===== src/rtl/stack_alu_ctrl.sv =====
// Data-stack controller for the 16-bit Forth core: owns T, keeps N and below in a RAM,
// and sequences an external combinational ALU for two-operand and literal operations.
//
// state | meaning
// IDLE  | accepting commands; single-cycle ops complete here
// READ  | RAM read of N in flight
// EXEC  | Nq valid; DROP/SWAP/ALU2 update T and the stack
module stack_alu_ctrl #(
  parameter int WIDTH = 16,
  parameter int DEPTH = 16,
  parameter int AW    = 4
) (
  input  logic             clk,
  input  logic             reset,
  input  logic             cmd_valid,
  output logic             cmd_ready,
  input  logic [2:0]       cmd_op,
  input  logic [4:0]       cmd_funct,
  input  logic [WIDTH-1:0] cmd_lit,
  output logic [WIDTH-1:0] alu_t,
  output logic [WIDTH-1:0] alu_y,
  output logic [4:0]       alu_funct,
  input  logic [WIDTH-1:0] alu_result,
  input  logic             alu_flagz,
  output logic [WIDTH-1:0] tos,
  output logic [AW:0]      depth,
  output logic             zero_flag,
  output logic             err_underflow,
  output logic             err_overflow,
  output logic             busy
);

  localparam logic [2:0] OP_NOP    = 3'b000;
  localparam logic [2:0] OP_PUSH   = 3'b001;
  localparam logic [2:0] OP_DROP   = 3'b010;
  localparam logic [2:0] OP_DUP    = 3'b011;
  localparam logic [2:0] OP_SWAP   = 3'b100;
  localparam logic [2:0] OP_ALU2   = 3'b101;
  localparam logic [2:0] OP_ALUL   = 3'b110;
  localparam logic [2:0] OP_CLRERR = 3'b111;

  localparam logic [AW:0] D_ONE  = (AW+1)'(1);
  localparam logic [AW:0] D_TWO  = (AW+1)'(2);
  localparam logic [AW:0] D_FULL = (AW+1)'(DEPTH + 1);

  typedef enum logic [1:0] {S_IDLE, S_READ, S_EXEC} state_t;

  state_t           state_q;
  logic [WIDTH-1:0] t_q;
  logic [WIDTH-1:0] nq_q;
  logic [AW:0]      depth_q;
  logic [2:0]       op_q;
  logic [4:0]       funct_q;
  logic             zf_q;
  logic             err_un_q;
  logic             err_ov_q;

  logic [WIDTH-1:0] mem [DEPTH];

  logic             accept;
  logic             is_full;
  logic             is_empty;
  logic [AW-1:0]    sp;
  logic [AW-1:0]    sp_m1;
  logic             mem_we;
  logic [AW-1:0]    mem_waddr;
  logic [WIDTH-1:0] mem_wdata;

  assign accept   = cmd_valid && (state_q == S_IDLE);
  assign is_full  = (depth_q == D_FULL);
  assign is_empty = (depth_q == '0);
  // sp/sp-1 are only used when they are in range, so truncation is safe
  assign sp       = AW'(depth_q - D_ONE);
  assign sp_m1    = AW'(depth_q - D_TWO);

  always_comb begin
    alu_y     = cmd_lit;
    alu_funct = cmd_funct;
    if (state_q == S_EXEC && op_q == OP_ALU2) begin
      alu_y     = nq_q;
      alu_funct = funct_q;
    end
    mem_we    = 1'b0;
    mem_waddr = sp;
    mem_wdata = t_q;
    if (!reset) begin
      if (accept && cmd_op == OP_PUSH && !is_full && !is_empty) mem_we = 1'b1;
      if (accept && cmd_op == OP_DUP && !is_full && !is_empty) mem_we = 1'b1;
      if (state_q == S_EXEC && op_q == OP_SWAP) begin
        mem_we    = 1'b1;
        mem_waddr = sp_m1;
      end
    end
  end

  always_ff @(posedge clk) begin
    if (mem_we) mem[mem_waddr] <= mem_wdata;
    if (state_q == S_READ) nq_q <= mem[sp_m1];
  end

  always_ff @(posedge clk or posedge reset) begin
    if (reset) begin
      state_q  <= S_IDLE;
      t_q      <= '0;
      depth_q  <= '0;
      op_q     <= OP_NOP;
      funct_q  <= '0;
      zf_q     <= 1'b0;
      err_un_q <= 1'b0;
      err_ov_q <= 1'b0;
    end else begin
      case (state_q)
        S_IDLE: if (accept) begin
          op_q    <= cmd_op;
          funct_q <= cmd_funct;
          case (cmd_op)
            OP_PUSH:
              if (is_full) err_ov_q <= 1'b1;
              else begin
                t_q     <= cmd_lit;
                depth_q <= depth_q + D_ONE;
              end
            OP_DROP:
              if (is_empty) err_un_q <= 1'b1;
              else if (depth_q == D_ONE) begin
                t_q     <= '0;
                depth_q <= '0;
              end else state_q <= S_READ;
            OP_DUP:
              if (is_empty) err_un_q <= 1'b1;
              else if (is_full) err_ov_q <= 1'b1;
              else depth_q <= depth_q + D_ONE;
            OP_SWAP, OP_ALU2:
              if (depth_q < D_TWO) err_un_q <= 1'b1;
              else state_q <= S_READ;
            OP_ALUL:
              if (is_empty) err_un_q <= 1'b1;
              else begin
                t_q  <= alu_result;
                zf_q <= alu_flagz;
              end
            OP_CLRERR: begin
              err_un_q <= 1'b0;
              err_ov_q <= 1'b0;
            end
            default: ;
          endcase
        end
        S_READ: state_q <= S_EXEC;
        S_EXEC: begin
          state_q <= S_IDLE;
          case (op_q)
            OP_DROP: begin
              t_q     <= nq_q;
              depth_q <= depth_q - D_ONE;
            end
            OP_SWAP: t_q <= nq_q;
            OP_ALU2: begin
              t_q     <= alu_result;
              zf_q    <= alu_flagz;
              depth_q <= depth_q - D_ONE;
            end
            default: ;
          endcase
        end
        default: state_q <= S_IDLE;
      endcase
    end
  end

  assign cmd_ready     = (state_q == S_IDLE);
  assign busy          = (state_q != S_IDLE);
  assign alu_t         = t_q;
  assign tos           = t_q;
  assign depth         = depth_q;
  assign zero_flag     = zf_q;
  assign err_underflow = err_un_q;
  assign err_overflow  = err_ov_q;

endmodule


===== config.mk =====
export PLATFORM = sky130hd
export DESIGN_NAME = stack_alu_ctrl
export DESIGN_NICKNAME = d
export VERILOG_FILES = /design/src/rtl/stack_alu_ctrl.sv
export SDC_FILE = /design/constraint.sdc
export NUM_CORES = 1
export LEC_CHECK = 0
export BUFFER_PORTS_ARGS = -buffer_cell sky130_fd_sc_hd__buf_2
export CAP_MARGIN = 20
export CORE_MARGIN = 3
export CORE_UTILIZATION = 45
export DETAILED_ROUTE_END_ITERATION = 7
export SYNTH_ARGS = -nofsm -noshare
export SYNTH_HDL_FRONTEND = slang
export SYNTH_SLANG_ARGS = --single-unit

===== constraint.sdc =====
create_clock -name clk -period 9 [get_ports clk]
set_input_delay 0 -clock clk [delete_from_list [all_inputs] [get_ports clk]]
set_output_delay 0 -clock clk [all_outputs]
set_load 0.02 [all_outputs]

After elaboration in Yosys (flattened, before gate mapping)
Memory sizes are Yosys's and may differ from the RTL's. A register that Yosys moved wholly into a read port is not among the register bits.
Index checks and enable logic that the tools add are counted.
W data, S select, Z words.
- memories: 1
- word-level logic and storage cells: 117
- input port bits: 44
- register bits: 34
- bits in writable memories: 256
- output and inout bits: 63
- memory list (memory ; words ; width ; rd ports ; clocked after Yosys merged registers in ; write ports ; RTL line ; text):
    mem ; 16 ; 16 ; 1 ; 1 ; 1 ; 58 ; logic [WIDTH-1:0] mem [DEPTH];
- magnitude comparators: 1
- add/subtract/negate cells: 3
- multiplexer cells: 43
- reductions and logical operators: 28
- equal/unequal tests: 33
- operators with widths (kind ; number):
    $mux W16 ; 6
    $pmux W16 S2 ; 2
    $pmux W16 S3 ; 1
    $mux W5 ; 7
    $ne A3 B3 Y1 const B ; 8
    $eq A3 B3 Y1 const B ; 6
    $pmux W5 S3 ; 1
    $reduce_and A5 Y1 ; 3
    $mux W1 ; 14
    $ne A2 B2 Y1 const B ; 5
    $pmux W5 S2 ; 1
    $eq A3 B2 Y1 const B ; 3
    $logic_and A1 B1 Y1 ; 9
    $mux W2 ; 4
    $mux W4 ; 2
    $ne A4 B1 Y1 const B ; 2
    $pmux W2 S2 ; 2
    $reduce_and A8 Y1 ; 1
    $reduce_and A7 Y1 ; 1
    $ne A2 B1 Y1 const B ; 3
    $pmux W1 S3 ; 2
    $reduce_bool A3 Y1 ; 2
    $reduce_or A2 Y1 ; 3
    $add A5 B1 Y5 const B ; 1
    17 further kinds ; 19

Depth between registers and ports, before layout
- word-level depth: 11
- depth in mapped cells: 11
- mapped depth without buffers: 7

Least setup slack after synthesis
No wires, ideal clock.
- kind: register to register
- start: reg depth_q[1] (netlist: depth[1])
- end: mem mem[8][0] (enable)
- buffers on the path: 5
- cell stages (with the launch flop): 11
- arrival: 3.545 ns
- period minus slack after synthesis: 3.934 ns
- path slack: 5.066 ns
- required time: 8.612 ns
- library setup time: 0.388 ns
- cell sequence: dfrtp_1 -> clkbuf_1 -> clkbuf_1 -> inv_1 -> clkbuf_1 -> ha_1 -> buf_2 -> buf_1 -> a32o_1 -> o21ai_0 -> nor2_1
- longest elaborated chain between the ends: 10
- elaborated cells on any way between the ends: 18
- classes of those cells: add/sub (2); eq/ne (1); mux (8); reduce/logical (7)
- RTL lines (what ; RTL line ; text):
    from (decl) ; 51 ; logic [AW:0] depth_q;
    from (signal assigned) ; 121 ; depth_q <= depth_q + D_ONE;
    from (signal assigned) ; 132 ; else depth_q <= depth_q + D_ONE;
    from (signal assigned) ; 155 ; depth_q <= depth_q - D_ONE;
    $eq A5 B5 Y1 ; 70 ; assign is_full = (depth_q == D_FULL);
    $logic_not A1 Y1 ; 87, 88 ;
    $logic_and A1 B1 Y1 (2 in series) ; 87 ; if (accept && cmd_op == OP_PUSH && !is_full && !is_empty) mem_we = 1'b1;
    $mux W1 ; 87 ;
    $mux W1 ; 88 ; if (accept && cmd_op == OP_DUP && !is_full && !is_empty) mem_we = 1'b1;
    $mux W1 ; 89 ; if (state_q == S_EXEC && op_q == OP_SWAP) begin
    $mux W1 ; 86 ; if (!reset) begin
    $mux W1 ; 97 ; if (mem_we) mem[mem_waddr] <= mem_wdata;
    $mux W1 (implied by the code) ; 97 ;
    to (decl) ; 58 ;
Parallel ways exist; a longest one is shown, timed or not.

Worst setup path in the final report
- start: reg depth_q[1] (netlist: depth[1])
- end: mem mem[0][9] (enable)
The elaborated chain is that of the path after synthesis.

==> results.tsv <==
stage	metric	value	unit
logic_synthesis	Syn Area/Cell	16.8	sq um
logic_synthesis	area share of the largest cell type after synthesis	62.2	%
worst_setup_path	startpoint types	register	
clock_tree	Worst-path clk slew	0.06	ns
worst_setup_path	Worst R2R Path Depth	9	
final_layout	fin util	54.1	%
worst_hold_path	Hold Path Class	in -> reg	
final_layout	layout cell share with drive strength beyond 1	31.2	%
logic_synthesis	syn_nets	835	
sta	Hold Fails Final Rpt	0	
logic_synthesis	Post-synth ARST share	11.1	%
floorplan	core area	0.0283	sq mm
global_routing	gr usage total	19.8	%
clock_tree	clock sinks	306	
worst_setup_path	cell mode on critical path	buf_4	
power	total power	4.97	mW
logic_synthesis	Most used DFF post-synth	edfxtp_1	
logic_synthesis	Yosys reg bits	306	
sta	RSZ-0062 raised after global routing	false	
floorplan	die outline width	177	um
worst_hold_path	Hold Crit Depth	4	
sta	period utilization	44.7	%
placement	Port Buf Inserts	106	
routing	# DRC	0	
routing	Post-DRT Antenna Nets	0	
routing	DR pass1 iterations	5	
global_routing	vias in the first global route	7805	
sta	clk_skew	0.0149	ns
sta	Pins Over Slew Limit	0	
placement	hpwl dp	19400	um
sta	Tmin final	4.03	ns
job	max-cap check violation count	0	
routing	drt via density	5.75	
worst_setup_path	CP Max Fanout	54	
global_routing	met3 Resource Use GR	3.37	%
final_layout	final net count	967	
routing	final wirelength	30800	um
routing	initial DRC count	635	
worst_setup_path	Worst setup EP type	register	
floorplan	# rows	61	
floorplan	I/O pin total	107	
worst_setup_path	critical path arrival	4.23	ns
global_routing	met1 GRT Util	29.5	%
logic_synthesis	Synth Cell Area	0.0131	sq mm
sta	Worst Tran Pin Value	0.913	ns
final_layout	Syn-to-layout area delta	16.6	%
placement	Final GP Congestion	0.875	
worst_setup_path	Critical Path Max Stage Delay	0.66	ns
clock_tree	Max Buffers Root-to-Sink	3	
sta	max frequency	0.248	GHz
global_routing	largest net degree at the start of global routing	58	
logic_synthesis	Ys Warns	0	
logic_synthesis	synth cell count leaders	edfxtp_1 (272), nand2_1 (75), mux4_2 (64)	
power	PwrDens	324	mW/mm^2
logic_synthesis	Yosys cell types	60	
worst_setup_path	WS Path Type	reg -> reg	
clock_tree	CTS root buffer	clkbuf_16	
global_routing	total gr overflow	0	
global_routing	initial antenna violation count	0	
logic_synthesis	most frequent cell after synthesis	edfxtp_1	
sta	final setup fails	0	
global_routing	first-pass GRT wire length	46900	um
worst_setup_path	CP cell instances	buf_4 > inv_1 > ha_1 > nor4b_4 > nor3_1 > a32o_1 > nand3_1 > nor2_1 > buf_4	
final_layout	fill count	2270	
power	Max IR drop VDD	158	uV
clock_tree	clk_lat worst skew	0.51	ns
clock_tree	Num CTS Buffers	34	
routing	DR vias	7568	
clock_tree	post-cts sizing count	0	
sta	Slew HR	38.9	%
sta	setup_tns	0	ns
status	status	finished clean	
worst_setup_path	Req. time, crit path	9.20	ns
logic_synthesis	number of synthesized flops with an enable pin	272	
logic_synthesis	synth top area cells	edfxtp_1 (62%), mux4_2 (11%), dfrtp_1 (6.5%)	
floorplan	die height	177	um
logic_synthesis	top cell type by total area after synthesis	edfxtp_1	
floorplan	die area	0.0313	sq mm
global_routing	GR peak layer	met2	
routing	drt wl/cell	23.4	um
power	Lkg Pwr	5.39	nW
logic_synthesis	Mapped Cells	784	
global_routing	met2 Track Usage GR	30.8	%
clock_tree	CTS tree	built	
clock_tree	htree depth	2	
logic_synthesis	post-synthesis sequential area ratio	68.6	%
floorplan	initial core utilization	46.4	%
worst_setup_path	Critical Path Slowest Stage Cell	nor2_1	
path summary, 6_finish.rpt:
path                                   startpoint                endpoint  slack, ns
setup / recovery             depth[1]$_DFFE_PP0P_     mem[0][9]$_DFFE_PP_       4.97
hold / removal                      alu_result[4]    alu_t[4]$_DFFE_PP0P_       0.01
setup reg to reg             depth[1]$_DFFE_PP0P_     mem[0][9]$_DFFE_PP_       4.97
hold reg to reg            funct_q[0]$_DFFE_PP0P_  funct_q[0]$_DFFE_PP0P_       0.48
max in group asynchronous                   reset     op_q[1]$_DFFE_PP0P_       8.10
min in group asynchronous                   reset    alu_t[6]$_DFFE_PP0P_       0.21
cells by family (layout without fill, tap and decap cells):
kind of cell,after synthesis,in the layout,synth area share [%]
AND/OR/NAND/NOR,176,176,6.69
XOR/XNOR,2,2,0.133
AO/OA/AOI/OAI,106,106,5.54
other,0,1,0
adder cells (fa/ha/maj),7,7,0.667
buffers and inverters,73,226,2.88
flip-flops,306,306,68.6
multiplexers,114,114,15.5
placed cells by master, fill, tap and decap left out, drive strengths merged, types with 11 or more instances in the layout:
cell | Yosys | layout
edfxtp | 272 | 272
buf | 36 | 132
nand2 | 75 | 75
mux4 | 64 | 64
mux2 | 41 | 41
clkbuf | 27 | 40
dfrtp | 34 | 34
a211oi | 33 | 33
nor2 | 31 | 31
dlygate4sd3 | 0 | 27
a31oi | 26 | 26
and3 | 17 | 17
a21oi | 17 | 17
clkinv | 0 | 14
inv | 10 | 12
nor2b | 11 | 11
registers in the layout (all words and copies together), names as in the netlist:
name and cells:
state_q 2, alu_t 16, zero_flag 1, nq_q 16, mem 256, op_q 3, depth 5, err_overflow 1
funct_q 5, err_underflow 1
stage by stage:
stage	area [sq um]	setup WS [ns]	std cells	hold WS, ns
after floorplan	13100	5.07	784	0.105
after global placement	14000	4.95	1228	0.189
after detailed placement	14000	4.94	1229	0.183
after CTS	15300	4.94	1313	0.000540
after global routing	15300	4.67	1315	0.0250
final	15300	4.97	1316	0.0143
per-layer routing:
metal | part of all wire (%) | routed length (um)
met3 | 6.5 | 2000
met1 | 45 | 13900
met4 | 1.7 | 521
met5 | 0 | 0
met2 | 47 | 14300
power breakdown:
part           switching [mW]  total, mW  internal, mW
Clock                   0.526       1.26         0.736
Combinational           0.849       1.51         0.662
Sequential              0.332       2.20          1.86
Total                    1.71       4.97          3.26
cell type report:
cell class / count / area (sq um) / area share (%)
Sequential cell: 306 / 9020 / 58.9
Multi-Input combinational cell: 405 / 3760 / 24.5
Timing Repair Buffer: 159 / 1020 / 6.66
Clock buffer: 40 / 895 / 5.84
Tap cell: 378 / 473 / 3.09
Clock inverter: 17 / 108 / 0.702
Inverter: 10 / 37.5 / 0.245
Antenna cell: 1 / 2.50 / 0.0163
repair_timing:
| item | 4_1_cts | 5_1_grt |
|---|---|---|
| hold buffers | 27 | 0 |
| endpoints found under the hold margin | 37 | 0 |
| setup buffers | 0 | 0 |
worst max-delay path, delay by kind of cell (launching register included):
kind                     cells  cell delay [ns]
flip-flops                   1             0.34
AND/OR/NAND/NOR              4             1.22
adder cells (fa/ha/maj)      1             0.42
buffers and inverters        3             1.50
AO/OA/AOI/OAI                1             0.23
Power figures use the tool's default switching activity.
